### src/rtl/spi_slave_fifo_if.sv
// Host-side bundle of the SPI slave: TX load handshake,
// RX FIFO pop handshake and status flags.
interface spi_slave_fifo_if #(
  parameter int DATA_W   = 8,
  parameter int RX_DEPTH = 4
);
  localparam int LW = $clog2(RX_DEPTH + 1);

  logic [DATA_W-1:0] tx_data;
  logic              tx_valid;
  logic              tx_ready;
  logic [DATA_W-1:0] rx_data;
  logic              rx_valid;
  logic              rx_ready;
  logic [LW-1:0]     rx_level;
  logic              rx_overflow;
  logic              ovf_clr;
  logic              done;
  logic              busy;

  modport master (
    output tx_data, tx_valid, rx_ready, ovf_clr,
    input  tx_ready, rx_data, rx_valid, rx_level,
    input  rx_overflow, done, busy
  );

  modport slave (
    input  tx_data, tx_valid, rx_ready, ovf_clr,
    output tx_ready, rx_data, rx_valid, rx_level,
    output rx_overflow, done, busy
  );
endinterface

### src/rtl/spi_slave_fifo.sv
// Oversampled SPI slave with RX FIFO and TX holding register.
// All SPI pins pass through SYNC_STAGES-deep synchronisers.
module spi_slave_fifo #(
  parameter int DATA_W      = 8,
  parameter int CPOL        = 0,
  parameter int CPHA        = 0,
  parameter int MSB_FIRST   = 1,
  parameter int RX_DEPTH    = 4,
  parameter int SYNC_STAGES = 2
) (
  input  logic clk,
  input  logic data_ready_clr_counter,
  input  logic ss,
  input  logic sck,
  input  logic mosi,
  output logic miso,
  spi_slave_fifo_if.slave bus
);
  localparam int CW = $clog2(DATA_W);
  localparam int PW = $clog2(RX_DEPTH);
  localparam int LW = $clog2(RX_DEPTH + 1);
  localparam bit MSB = (MSB_FIRST != 0);
  localparam bit SCK_IDLE = (CPOL != 0);

  logic [SYNC_STAGES-1:0] ss_q, sck_q, mosi_q;
  logic ss_s, sck_s, mosi_s, sck_d;
  logic active, rise, fall, lead, trail, smp, sft;

  logic [CW-1:0]     cnt;
  logic              last, word_end;
  logic [DATA_W-1:0] rx_sh, rx_next, word_q;
  logic              done_q;

  logic [DATA_W-1:0] hold, tx_sh, tx_sh_n, tx_shift;
  logic              hold_full, tx_fresh, fresh_n;
  logic              miso_q, miso_n;
  logic              tx_take, tx_load;

  logic [DATA_W-1:0] mem [RX_DEPTH];
  logic [PW-1:0]     wr_ptr, rd_ptr, rd_n;
  logic [LW-1:0]     count;
  logic [DATA_W-1:0] head_q, head_n;
  logic              full, pop, push_ok, ovf_set, ovf_q;

  function automatic logic first_bit(input logic [DATA_W-1:0] x);
    return MSB ? x[DATA_W-1] : x[0];
  endfunction

  always_ff @(posedge clk or posedge data_ready_clr_counter) begin
    if (data_ready_clr_counter) begin
      ss_q   <= '1;
      sck_q  <= {SYNC_STAGES{SCK_IDLE}};
      mosi_q <= '0;
      sck_d  <= SCK_IDLE;
    end else begin
      ss_q   <= {ss_q[SYNC_STAGES-2:0], ss};
      sck_q  <= {sck_q[SYNC_STAGES-2:0], sck};
      mosi_q <= {mosi_q[SYNC_STAGES-2:0], mosi};
      sck_d  <= sck_s;
    end
  end

  assign ss_s   = ss_q[SYNC_STAGES-1];
  assign sck_s  = sck_q[SYNC_STAGES-1];
  assign mosi_s = mosi_q[SYNC_STAGES-1];

  assign active = !ss_s;
  assign rise   = sck_s && !sck_d;
  assign fall   = !sck_s && sck_d;
  assign lead   = SCK_IDLE ? fall : rise;
  assign trail  = SCK_IDLE ? rise : fall;
  assign smp    = active && ((CPHA != 0) ? trail : lead);
  assign sft    = active && ((CPHA != 0) ? lead : trail);

  assign last     = (cnt == CW'(DATA_W - 1));
  assign word_end = smp && last;
  assign rx_next  = MSB ? {rx_sh[DATA_W-2:0], mosi_s}
                        : {mosi_s, rx_sh[DATA_W-1:1]};

  always_ff @(posedge clk or posedge data_ready_clr_counter) begin
    if (data_ready_clr_counter) begin
      cnt    <= '0;
      rx_sh  <= '0;
      word_q <= '0;
      done_q <= 1'b0;
    end else begin
      done_q <= word_end;
      if (!active) begin
        cnt <= '0;
      end else if (smp) begin
        cnt   <= last ? '0 : cnt + 1'b1;
        rx_sh <= rx_next;
      end
      if (word_end) word_q <= rx_next;
    end
  end

  // tx_fresh marks a shifter word nobody has clocked out yet,
  // so idle cycles keep it instead of overwriting it.
  assign tx_take  = hold_full && ((!active && !tx_fresh) || word_end);
  assign tx_load  = bus.tx_valid && bus.tx_ready;
  assign tx_shift = MSB ? {tx_sh[DATA_W-2:0], 1'b1}
                        : {1'b1, tx_sh[DATA_W-1:1]};

  always_comb begin
    tx_sh_n = tx_sh;
    fresh_n = tx_fresh;
    miso_n  = miso_q;
    if (!active) begin
      if (!tx_fresh) begin
        tx_sh_n = hold_full ? hold : '1;
        fresh_n = hold_full;
      end
      miso_n = first_bit(tx_sh_n);
    end else if (word_end) begin
      tx_sh_n = hold_full ? hold : '1;
      fresh_n = hold_full;
    end else begin
      if (smp) fresh_n = 1'b0;
      if (sft) begin
        if (cnt != '0) tx_sh_n = tx_shift;
        miso_n = first_bit(tx_sh_n);
      end
    end
  end

  always_ff @(posedge clk or posedge data_ready_clr_counter) begin
    if (data_ready_clr_counter) begin
      hold      <= '0;
      hold_full <= 1'b0;
      tx_sh     <= '1;
      tx_fresh  <= 1'b0;
      miso_q    <= 1'b1;
    end else begin
      tx_sh    <= tx_sh_n;
      tx_fresh <= fresh_n;
      miso_q   <= miso_n;
      if (tx_load) begin
        hold      <= bus.tx_data;
        hold_full <= 1'b1;
      end else if (tx_take) begin
        hold_full <= 1'b0;
      end
    end
  end

  assign full    = (count == LW'(RX_DEPTH));
  assign pop     = bus.rx_valid && bus.rx_ready;
  assign push_ok = done_q && (!full || pop);
  assign ovf_set = done_q && full && !pop;
  assign rd_n    = pop ? rd_ptr + 1'b1 : rd_ptr;
  assign head_n  = (push_ok && wr_ptr == rd_n) ? word_q : mem[rd_n];

  always_ff @(posedge clk or posedge data_ready_clr_counter) begin
    if (data_ready_clr_counter) begin
      for (int i = 0; i < RX_DEPTH; i++) mem[i] <= '0;
      wr_ptr <= '0;
      rd_ptr <= '0;
      count  <= '0;
      head_q <= '0;
      ovf_q  <= 1'b0;
    end else begin
      if (push_ok) begin
        mem[wr_ptr] <= word_q;
        wr_ptr      <= wr_ptr + 1'b1;
      end
      rd_ptr <= rd_n;
      head_q <= head_n;
      unique case ({push_ok, pop})
        2'b10:   count <= count + 1'b1;
        2'b01:   count <= count - 1'b1;
        default: count <= count;
      endcase
      if (ovf_set) ovf_q <= 1'b1;
      else if (bus.ovf_clr) ovf_q <= 1'b0;
    end
  end

  assign miso            = miso_q;
  assign bus.tx_ready    = !hold_full || tx_take;
  assign bus.rx_data     = head_q;
  assign bus.rx_valid    = (count != '0);
  assign bus.rx_level    = count;
  assign bus.rx_overflow = ovf_q;
  assign bus.done        = done_q;
  assign bus.busy        = active;
endmodule

### src/flat_wrapper.sv
// flat-port wrapper written by rule: the top's interface ports become plain ports
module spi_slave_fifo_flat 
#(
  parameter int DATA_W      = 8,
  parameter int CPOL        = 0,
  parameter int CPHA        = 0,
  parameter int MSB_FIRST   = 1,
  parameter int RX_DEPTH    = 4,
  parameter int SYNC_STAGES = 2
)
  (clk, data_ready_clr_counter, ss, sck, mosi, miso, bus_tx_data, bus_tx_valid, bus_rx_ready, bus_ovf_clr, bus_tx_ready, bus_rx_data, bus_rx_valid, bus_rx_level, bus_rx_overflow, bus_done, bus_busy);
  spi_slave_fifo_if #(.DATA_W(DATA_W), .RX_DEPTH(RX_DEPTH)) bus_i ();
  input  logic clk;
  input  logic data_ready_clr_counter;
  input  logic ss;
  input  logic sck;
  input  logic mosi;
  output logic miso;
  input wire logic [$bits(bus_i.tx_data)-1:0] bus_tx_data;
  input wire logic [$bits(bus_i.tx_valid)-1:0] bus_tx_valid;
  input wire logic [$bits(bus_i.rx_ready)-1:0] bus_rx_ready;
  input wire logic [$bits(bus_i.ovf_clr)-1:0] bus_ovf_clr;
  output wire logic [$bits(bus_i.tx_ready)-1:0] bus_tx_ready;
  output wire logic [$bits(bus_i.rx_data)-1:0] bus_rx_data;
  output wire logic [$bits(bus_i.rx_valid)-1:0] bus_rx_valid;
  output wire logic [$bits(bus_i.rx_level)-1:0] bus_rx_level;
  output wire logic [$bits(bus_i.rx_overflow)-1:0] bus_rx_overflow;
  output wire logic [$bits(bus_i.done)-1:0] bus_done;
  output wire logic [$bits(bus_i.busy)-1:0] bus_busy;
  assign bus_i.tx_data = bus_tx_data;
  assign bus_i.tx_valid = bus_tx_valid;
  assign bus_i.rx_ready = bus_rx_ready;
  assign bus_i.ovf_clr = bus_ovf_clr;
  assign bus_tx_ready = bus_i.tx_ready;
  assign bus_rx_data = bus_i.rx_data;
  assign bus_rx_valid = bus_i.rx_valid;
  assign bus_rx_level = bus_i.rx_level;
  assign bus_rx_overflow = bus_i.rx_overflow;
  assign bus_done = bus_i.done;
  assign bus_busy = bus_i.busy;
  spi_slave_fifo #(.DATA_W(DATA_W), .CPOL(CPOL), .CPHA(CPHA), .MSB_FIRST(MSB_FIRST), .RX_DEPTH(RX_DEPTH), .SYNC_STAGES(SYNC_STAGES)) u_core (.clk(clk), .data_ready_clr_counter(data_ready_clr_counter), .ss(ss), .sck(sck), .mosi(mosi), .miso(miso), .bus(bus_i));
endmodule
### config.mk
export PLATFORM = sky130hd
export DESIGN_NAME = spi_slave_fifo_flat
export DESIGN_NICKNAME = d
export VERILOG_FILES = /design/src/rtl/spi_slave_fifo_if.sv /design/src/rtl/spi_slave_fifo.sv /design/src/flat_wrapper.sv
export SDC_FILE = /design/constraint.sdc
export NUM_CORES = 1
export LEC_CHECK = 0
export ABC_AREA = 1
export BUFFER_PORTS_ARGS = -buffer_cell sky130_fd_sc_hd__buf_2
export CAP_MARGIN = 0
export CORE_MARGIN = 2
export CORE_UTILIZATION = 64
export CTS_CLUSTER_SIZE = 24
export DETAILED_ROUTE_END_ITERATION = 7
export GPL_TIMING_DRIVEN = 0
export PLACE_DENSITY = 0.91
export SLEW_MARGIN = 20
export SYNTH_ARGS = -nofsm -noshare
export SYNTH_HDL_FRONTEND = slang
export SYNTH_SLANG_ARGS = --single-unit
### constraint.sdc
create_clock -name clk -period 5.6 [get_ports clk]
set_input_delay 1.12 -clock clk [delete_from_list [all_inputs] [get_ports clk]]
set_output_delay 1.12 -clock clk [all_outputs]
set_load 0.02 [all_outputs]
==> results of run 1 <==
## report_power, final
group / switching, mW / leakage, nW / internal, mW
logic: 0.449 / 1.21 / 0.238
clock network: 0.227 / 0.0829 / 0.159
registers: 0.0736 / 1.19 / 0.806
total: 0.750 / 2.48 / 1.20
## worst min-delay path by stage
stage                                     startpoint                         end  slack, ns  depth (start not counted)
final                      u_core.sck_q[0]$_DFF_PP0_   u_core.sck_q[1]$_DFF_PP0_       0.36                          0
after global routing      u_core.mosi_q[0]$_DFF_PP0_  u_core.mosi_q[1]$_DFF_PP0_       0.37                          0
after CTS                 u_core.mosi_q[0]$_DFF_PP0_  u_core.mosi_q[1]$_DFF_PP0_       0.36                          0
after detailed placement  u_core.mosi_q[0]$_DFF_PP0_  u_core.mosi_q[1]$_DFF_PP0_       0.34                          0
after global placement     u_core.sck_q[0]$_DFF_PP0_   u_core.sck_q[1]$_DFF_PP0_       0.33                          0
after floorplan           u_core.mosi_q[0]$_DFF_PP0_  u_core.mosi_q[1]$_DFF_PP0_       0.33                          0
## routing by layer
metal	global-route usage (%)	wire, microns
met5	0	0
met4	12.6	189
met3	3.51	548
met2	42.8	4590
met1	33.4	3670
## cell usage after synthesis, types with 7 or more instances
cell type	count	area, sq um
dfstp_2	11	289
o21ai_0	42	210
nand3_1	60	300
nand4_1	8	50.1
inv_1	76	285
dfrtp_1	82	2050
a21oi_1	7	35.0
o22ai_1	7	43.8
o21ai_1	15	75.1
nand2_1	130	488
nand2_4	9	101
ha_1	7	87.6
## logic make-up (layout without fill, tap and decap cells)
group	Yosys count	in the layout	share of synthesized area [%]
AO/OA/AOI/OAI	74	74	8.69
XOR/XNOR	2	2	0.395
adder cells (fa/ha/maj)	8	8	2.43
buffers and inverters	96	144	9.22
flip-flops	93	93	52.8
AND/OR/NAND/NOR	232	232	26.5
## registers in the layout (all words and copies together), names as in the netlist, 2 cells and up
name,flops
u_core.mem,32
u_core.bus.rx_data,8
u_core.hold,8
u_core.tx_sh,8
u_core.word_q,8
u_core.rx_sh,7
u_core.bus.rx_level,3
u_core.cnt,3
u_core.mosi_q,2
u_core.rd_ptr,2
u_core.sck_q,2
u_core.ss_q,2
u_core.wr_ptr,2
## worst register-to-register path, cell delays in order (launching register included)
cell and delay [ns]:
dfrtp_1 0.40, ha_1 0.21, ha_1 0.22, nand4_2 0.20
inv_1 0.11, a21oi_1 0.19, nand2_1 0.14, inv_2 0.14
nand2_1 0.06, nand3_1 0.07
## layout make-up
cell class                      count  area [sq um]
Sequential cell                    93          2340
Fill cell                         468          1880
Multi-Input combinational cell    316          1690
Inverter                           81           313
Timing Repair Buffer               32           183
Clock buffer                       11           131
Tap cell                           80           100
Buffer                             15          98.8
Clock inverter                      5          27.5
## stage by stage
stage	cell area, sq um	power, mW	hold slack [ns]	std cells
after global routing	4880	2.08	0.368	633
final	4880	1.95	0.355	633
after global placement	4690	1.53	0.332	616
after detailed placement	4720	1.57	0.336	617
after CTS	4880	1.96	0.355	633
after floorplan	4440	1.40	0.331	505
==> results.sh, run 1 <==
export IMPL_status="completed"
export IMPL_start_util_pct=65.7
export IMPL_grt_first_pass_wirelength_microns=15100
export IMPL_layout_common_cells="130 x nand2_1, 82 x dfrtp_1, 75 x inv_1, 60 x nand3_1, 42 x o21ai_0"
export IMPL_die_area_sq_um=7610
export IMPL_cts_tree="built"
export IMPL_synthesis_nets=529
export IMPL_synth_ff_type="dfrtp_1"
export IMPL_crit_type="flop to output port"
export IMPL_rr_worst_depth=9
export IMPL_ctsResizeCount=0
export IMPL_ys_types=34
export IMPL_cts_setup_buffers=0
export IMPL_r2r_end="u_core.tx_sh[5]$_DFFE_PP1P_"
export IMPL_dp_hpwl_microns=6360
export IMPL_rsz0062_at_grt="false"
export IMPL_yosysWarnings=0
export IMPL_port_buffers=31
export IMPL_cts_buffer_depth=2
export IMPL_cp_slowest_cell="dfrtp_1"
export IMPL_critPathTopFamily="adder cells"
export IMPL_synth_edf_count=0
export IMPL_coreArea_sq_um=6760
export IMPL_arrival_ns=1.74
export IMPL_crit_required_ns=4.48
export IMPL_reg2reg_slack_ns=3.80
export IMPL_grt_ovfl_total=0
export IMPL_drtIter0Drc=320
export IMPL_ir_drop_v=0.000236
export IMPL_cp_start_kind="flop"
export IMPL_crit_chain="ha_1 -> ha_1 -> nand4_2 -> nand3_4 -> buf_2"
export IMPL_p_leak_nw=2.48
export IMPL_synth_seq_cells=93
export IMPL_drc_errors=0
export IMPL_diodes=0
export IMPL_path_buf_inv=1
export IMPL_slew_headroom_pct=64.8
export IMPL_drtAntennaViolNets=0
export IMPL_ioPinCount=33
export IMPL_min_period_ns=2.86
export IMPL_hp_class="flop to flop"
export IMPL_via_count=3522
export IMPL_grt_max_degree=57
export IMPL_clock_fmax_mhz=350
export IMPL_tns_ns=0
export IMPL_clk_latency_ns=0.36
export IMPL_area_growth_pct=10.0
export IMPL_crit_path_max_incr_delay_ns=0.40
export IMPL_cts_buffers=9
export IMPL_cp_startpoint="u_core.cnt[0]$_DFFE_PP0P_"
export IMPL_setup_viol=0
export IMPL_final_core_util_pct=72.2
export IMPL_synth_area_sq_um=4440
export IMPL_pre_cts_slack_ns=3.12
export IMPL_final_common_cell="nand2_1"
export IMPL_worst_clock_skew_ns=0.00769
export IMPL_path_clk_slew_ns=0.08
export IMPL_wirelength_microns=9000
export IMPL_path_max_fanout=10
export IMPL_grt_antenna_before_repair=0
export IMPL_cp_endpoint="bus_tx_ready"
export IMPL_synth_seq_area_share_pct=52.8
export IMPL_crit_top_cell="ha_1"
export IMPL_htree_levels=3
export IMPL_rows=30
export IMPL_setup_slack_ns=2.74
export IMPL_nNetsFinal=572
export IMPL_endpoint_kind="output port"
export IMPL_reg2reg_from="u_core.cnt[0]$_DFFE_PP0P_"
export IMPL_grt_pass1_vias=3281
export IMPL_synth_avg_cell_area_sq_um=8.79
export IMPL_path_depth=5
export IMPL_fp_dieW_microns=87.3
export IMPL_holdBufCountCts=0
export IMPL_fp_dieH_microns=87.3
export IMPL_via_per_inst=5.56
export IMPL_p_per_area_nw_per_um2=400
export IMPL_syn_inst=505
export IMPL_max_cap_viol_count=0
export IMPL_tightest_slew_ns=0.523
export IMPL_track_usage_pct=25.8
export IMPL_dr_pass1_iters=7
export IMPL_drive_gt1_share_pct=18.3
export IMPL_cts_sinks=93
export IMPL_gp_congestion=0.837
export IMPL_cts_root_buffer="clkbuf_8"
export IMPL_fin_crit_sh_pct=51.1
export IMPL_routedWlPerCell_microns=14.2
export IMPL_synth_async_sr_flop_share_pct=100
export IMPL_hold_viol=0
export IMPL_maxSlewViolCount=0
No activity file was read; power rests on OpenSTA's default activity.
==> inputs of run 2 (changes only) <==
--- a/config.mk
+++ b/config.mk
@@ -9,11 +9,11 @@
 export BUFFER_PORTS_ARGS = -buffer_cell sky130_fd_sc_hd__buf_2
 export CAP_MARGIN = 0
 export CORE_MARGIN = 2
-export CORE_UTILIZATION = 64
+export CORE_UTILIZATION = 54
 export CTS_CLUSTER_SIZE = 24
 export DETAILED_ROUTE_END_ITERATION = 7
 export GPL_TIMING_DRIVEN = 0
-export PLACE_DENSITY = 0.91
+export PLACE_DENSITY = 0.83
 export SLEW_MARGIN = 20
 export SYNTH_ARGS = -nofsm -noshare
 export SYNTH_HDL_FRONTEND = slang
==> constraint.sdc (replaced) <==
create_clock -name clk -period 2.36 [get_ports clk]
set_input_delay 0.472 -clock clk [delete_from_list [all_inputs] [get_ports clk]]
set_output_delay 0.472 -clock clk [all_outputs]
set_load 0.02 [all_outputs]
==> run 2 against run 1 <==
Compared with the run above: routed wire length is 2.2% lower; design area is 1.1% higher; sequential share of layout area is 0.53 points lower; register-to-register slack worse by 3.3 ns; clock skew is 0.0064 ns higher; utilization is 11 points lower; final cell count is 4.1% higher; largest power group unchanged.
==> results.sh, run 2 (synthesis results as in run 1) <==
export IMPL_status="completed"
export IMPL_hold_viol=0
export IMPL_cts_root_buffer="clkbuf_8"
export IMPL_cp_slowest_cell="dfrtp_1"
export IMPL_p_per_area_nw_per_um2=942
export IMPL_grt_max_degree=34
export IMPL_p_leak_nw=2.49
export IMPL_tns_ns=0
export IMPL_final_common_cell="nand2_1"
export IMPL_path_clk_slew_ns=0.09
export IMPL_via_per_inst=5.25
export IMPL_drc_errors=0
export IMPL_clock_fmax_mhz=450
export IMPL_crit_chain="ha_1 -> ha_1 -> nand4_2 -> nand3_4 -> buf_2"
export IMPL_drtAntennaViolNets=0
export IMPL_arrival_ns=1.75
export IMPL_die_area_sq_um=8960
export IMPL_clk_latency_ns=0.37
export IMPL_drive_gt1_share_pct=18.6
export IMPL_port_buffers=31
export IMPL_hold_start="ss"
export IMPL_via_count=3458
export IMPL_crit_required_ns=1.89
export IMPL_max_cap_viol_count=0
export IMPL_worst_clock_skew_ns=0.0140
export IMPL_use_met1_pct=27.3
export IMPL_tightest_slew_ns=0.695
export IMPL_registers_top_by_ff_count="u_core.mem"
export IMPL_grt_pass1_vias=3497
export IMPL_dp_hpwl_microns=6460
export IMPL_slew_headroom_pct=53.6
export IMPL_cts_tree="built"
export IMPL_crit_path_max_incr_delay_ns=0.40
export IMPL_nNetsFinal=573
export IMPL_busiest_layer="met2"
export IMPL_cp_startpoint="u_core.cnt[0]$_DFFE_PP0P_"
export IMPL_finalInstanceArea_sq_um=4940
export IMPL_hp_class="input port to flop"
export IMPL_grtUsageMet3_pct=3.51
export IMPL_min_period_ns=2.22
export IMPL_fp_dieW_microns=94.6
export IMPL_grt_ovfl_total=0
export IMPL_drtIter0Drc=137
export IMPL_fillers=688
export IMPL_finalPower_mw=4.65
export IMPL_coreArea_sq_um=8090
export IMPL_crit_top_cell="ha_1"
export IMPL_dr_pass1_iters=5
export IMPL_gp_congestion=0.918
export IMPL_area_growth_pct=11.3
export IMPL_htree_levels=3
export IMPL_ir_drop_v=0.000522
export IMPL_fin_crit_sh_pct=94.1
export IMPL_setup_viol=0
export IMPL_routedWlPerCell_microns=13.4
export IMPL_ctsResizeCount=0
export IMPL_cts_buffers=9
export IMPL_largest_reg_flops=32
export IMPL_dpl_cell_area_sq_um=4770
export IMPL_endpoint_kind="output port"
export IMPL_crit_type="flop to output port"
export IMPL_track_usage_pct=22.0
export IMPL_fp_dieH_microns=94.6
export IMPL_cts_sinks=93
export IMPL_diodes=0
export IMPL_grt_antenna_before_repair=0
export IMPL_reg2reg_from="u_core.cnt[0]$_DFFE_PP0P_"
export IMPL_wirelength_microns=8800
export IMPL_start_util_pct=54.8
export IMPL_layout_common_cells="130 x nand2_1, 82 x dfrtp_1, 75 x inv_1, 60 x nand3_1, 42 x o21ai_0"
export IMPL_rows=33
export IMPL_rsz0062_at_grt="false"
export IMPL_cts_buffer_depth=2
export IMPL_grt_first_pass_wirelength_microns=15500
export IMPL_cp_start_kind="flop"
export IMPL_cts_setup_buffers=0
export IMPL_holdBufCountCts=0
export IMPL_maxSlewViolCount=0
export IMPL_path_max_fanout=10
export IMPL_ioPinCount=33
export IMPL_met2_usage_pct=38.3
-- run 2: changes by cell type in the layout (fill, tap and decap cells not counted) --
cell | previous run | this run
buf_12 | 1 | 3
buf_16 | 1 | 0
clkbuf_1 | 6 | 5
clkbuf_8 | 9 | 10
clkinvlp_4 | 1 | 2
inv_4 | 1 | 0
-- run 2: worst paths after layout --
kind | end | slack (ns) | cells past startpoint
worst min-delay path | u_core.ss_q[0]$_DFF_PP1_ | 0.20 | 1
worst max-delay path | bus_tx_ready | 0.14 | 5
max in group asynchronous | u_core.tx_sh[3]$_DFFE_PP1P_ | 1.50 | 3
min in group asynchronous | u_core.mem[27]$_DFFE_PP0P_ | 0.21 | 2
worst min register to register | u_core.mosi_q[1]$_DFF_PP0_ | 0.35 | 0
worst max register to register | u_core.tx_sh[2]$_DFFE_PP1P_ | 0.55 | 9
-- run 2: routing by layer --
layer,vias up,wire length (microns)
met5,-,0
li1,1697,-
met1,1652,3730
met4,0,104
met3,11,443
met2,98,4530
-- run 2: cell type report --
cell class / count / area (sq um) / area share [%]
Timing Repair Buffer: 33 / 195 / 3.95
Clock buffer: 11 / 141 / 2.86
Clock inverter: 5 / 27.5 / 0.558
Inverter: 81 / 314 / 6.36
Sequential cell: 93 / 2340 / 47.4
Multi-Input combinational cell: 316 / 1690 / 34.2
Buffer: 15 / 98.8 / 2.00
Tap cell: 105 / 131 / 2.66
-- run 2: through the flow --
step / instances / worst slack, ns / hold slack (ns) / util [%]
floorplan: 505 / 0.616 / 0.331 / -
finish: 659 / 0.139 / 0.201 / 61.0
detailed placement: 643 / 0.543 / 0.336 / 58.9
global placement: 641 / 0.221 / 0.333 / 58.4
global route: 659 / 0.0425 / 0.177 / 61.0
CTS: 659 / 0.116 / 0.191 / 61.0
-- run 2: report_power, final --
part / switching (mW) / internal, mW / total, mW
logic: 1.05 / 0.563 / 1.61
registers: 0.174 / 1.91 / 2.09
clock network: 0.547 / 0.405 / 0.952
total: 1.77 / 2.88 / 4.65
-- run 2: worst max-delay path, delay by kind of cell, from the launching register on --
family,cells,cell delay [ns]
adder cells (fa/ha/maj),2,0.43
buffers and inverters,1,0.20
flip-flops,1,0.40
AND/OR/NAND/NOR,2,0.36
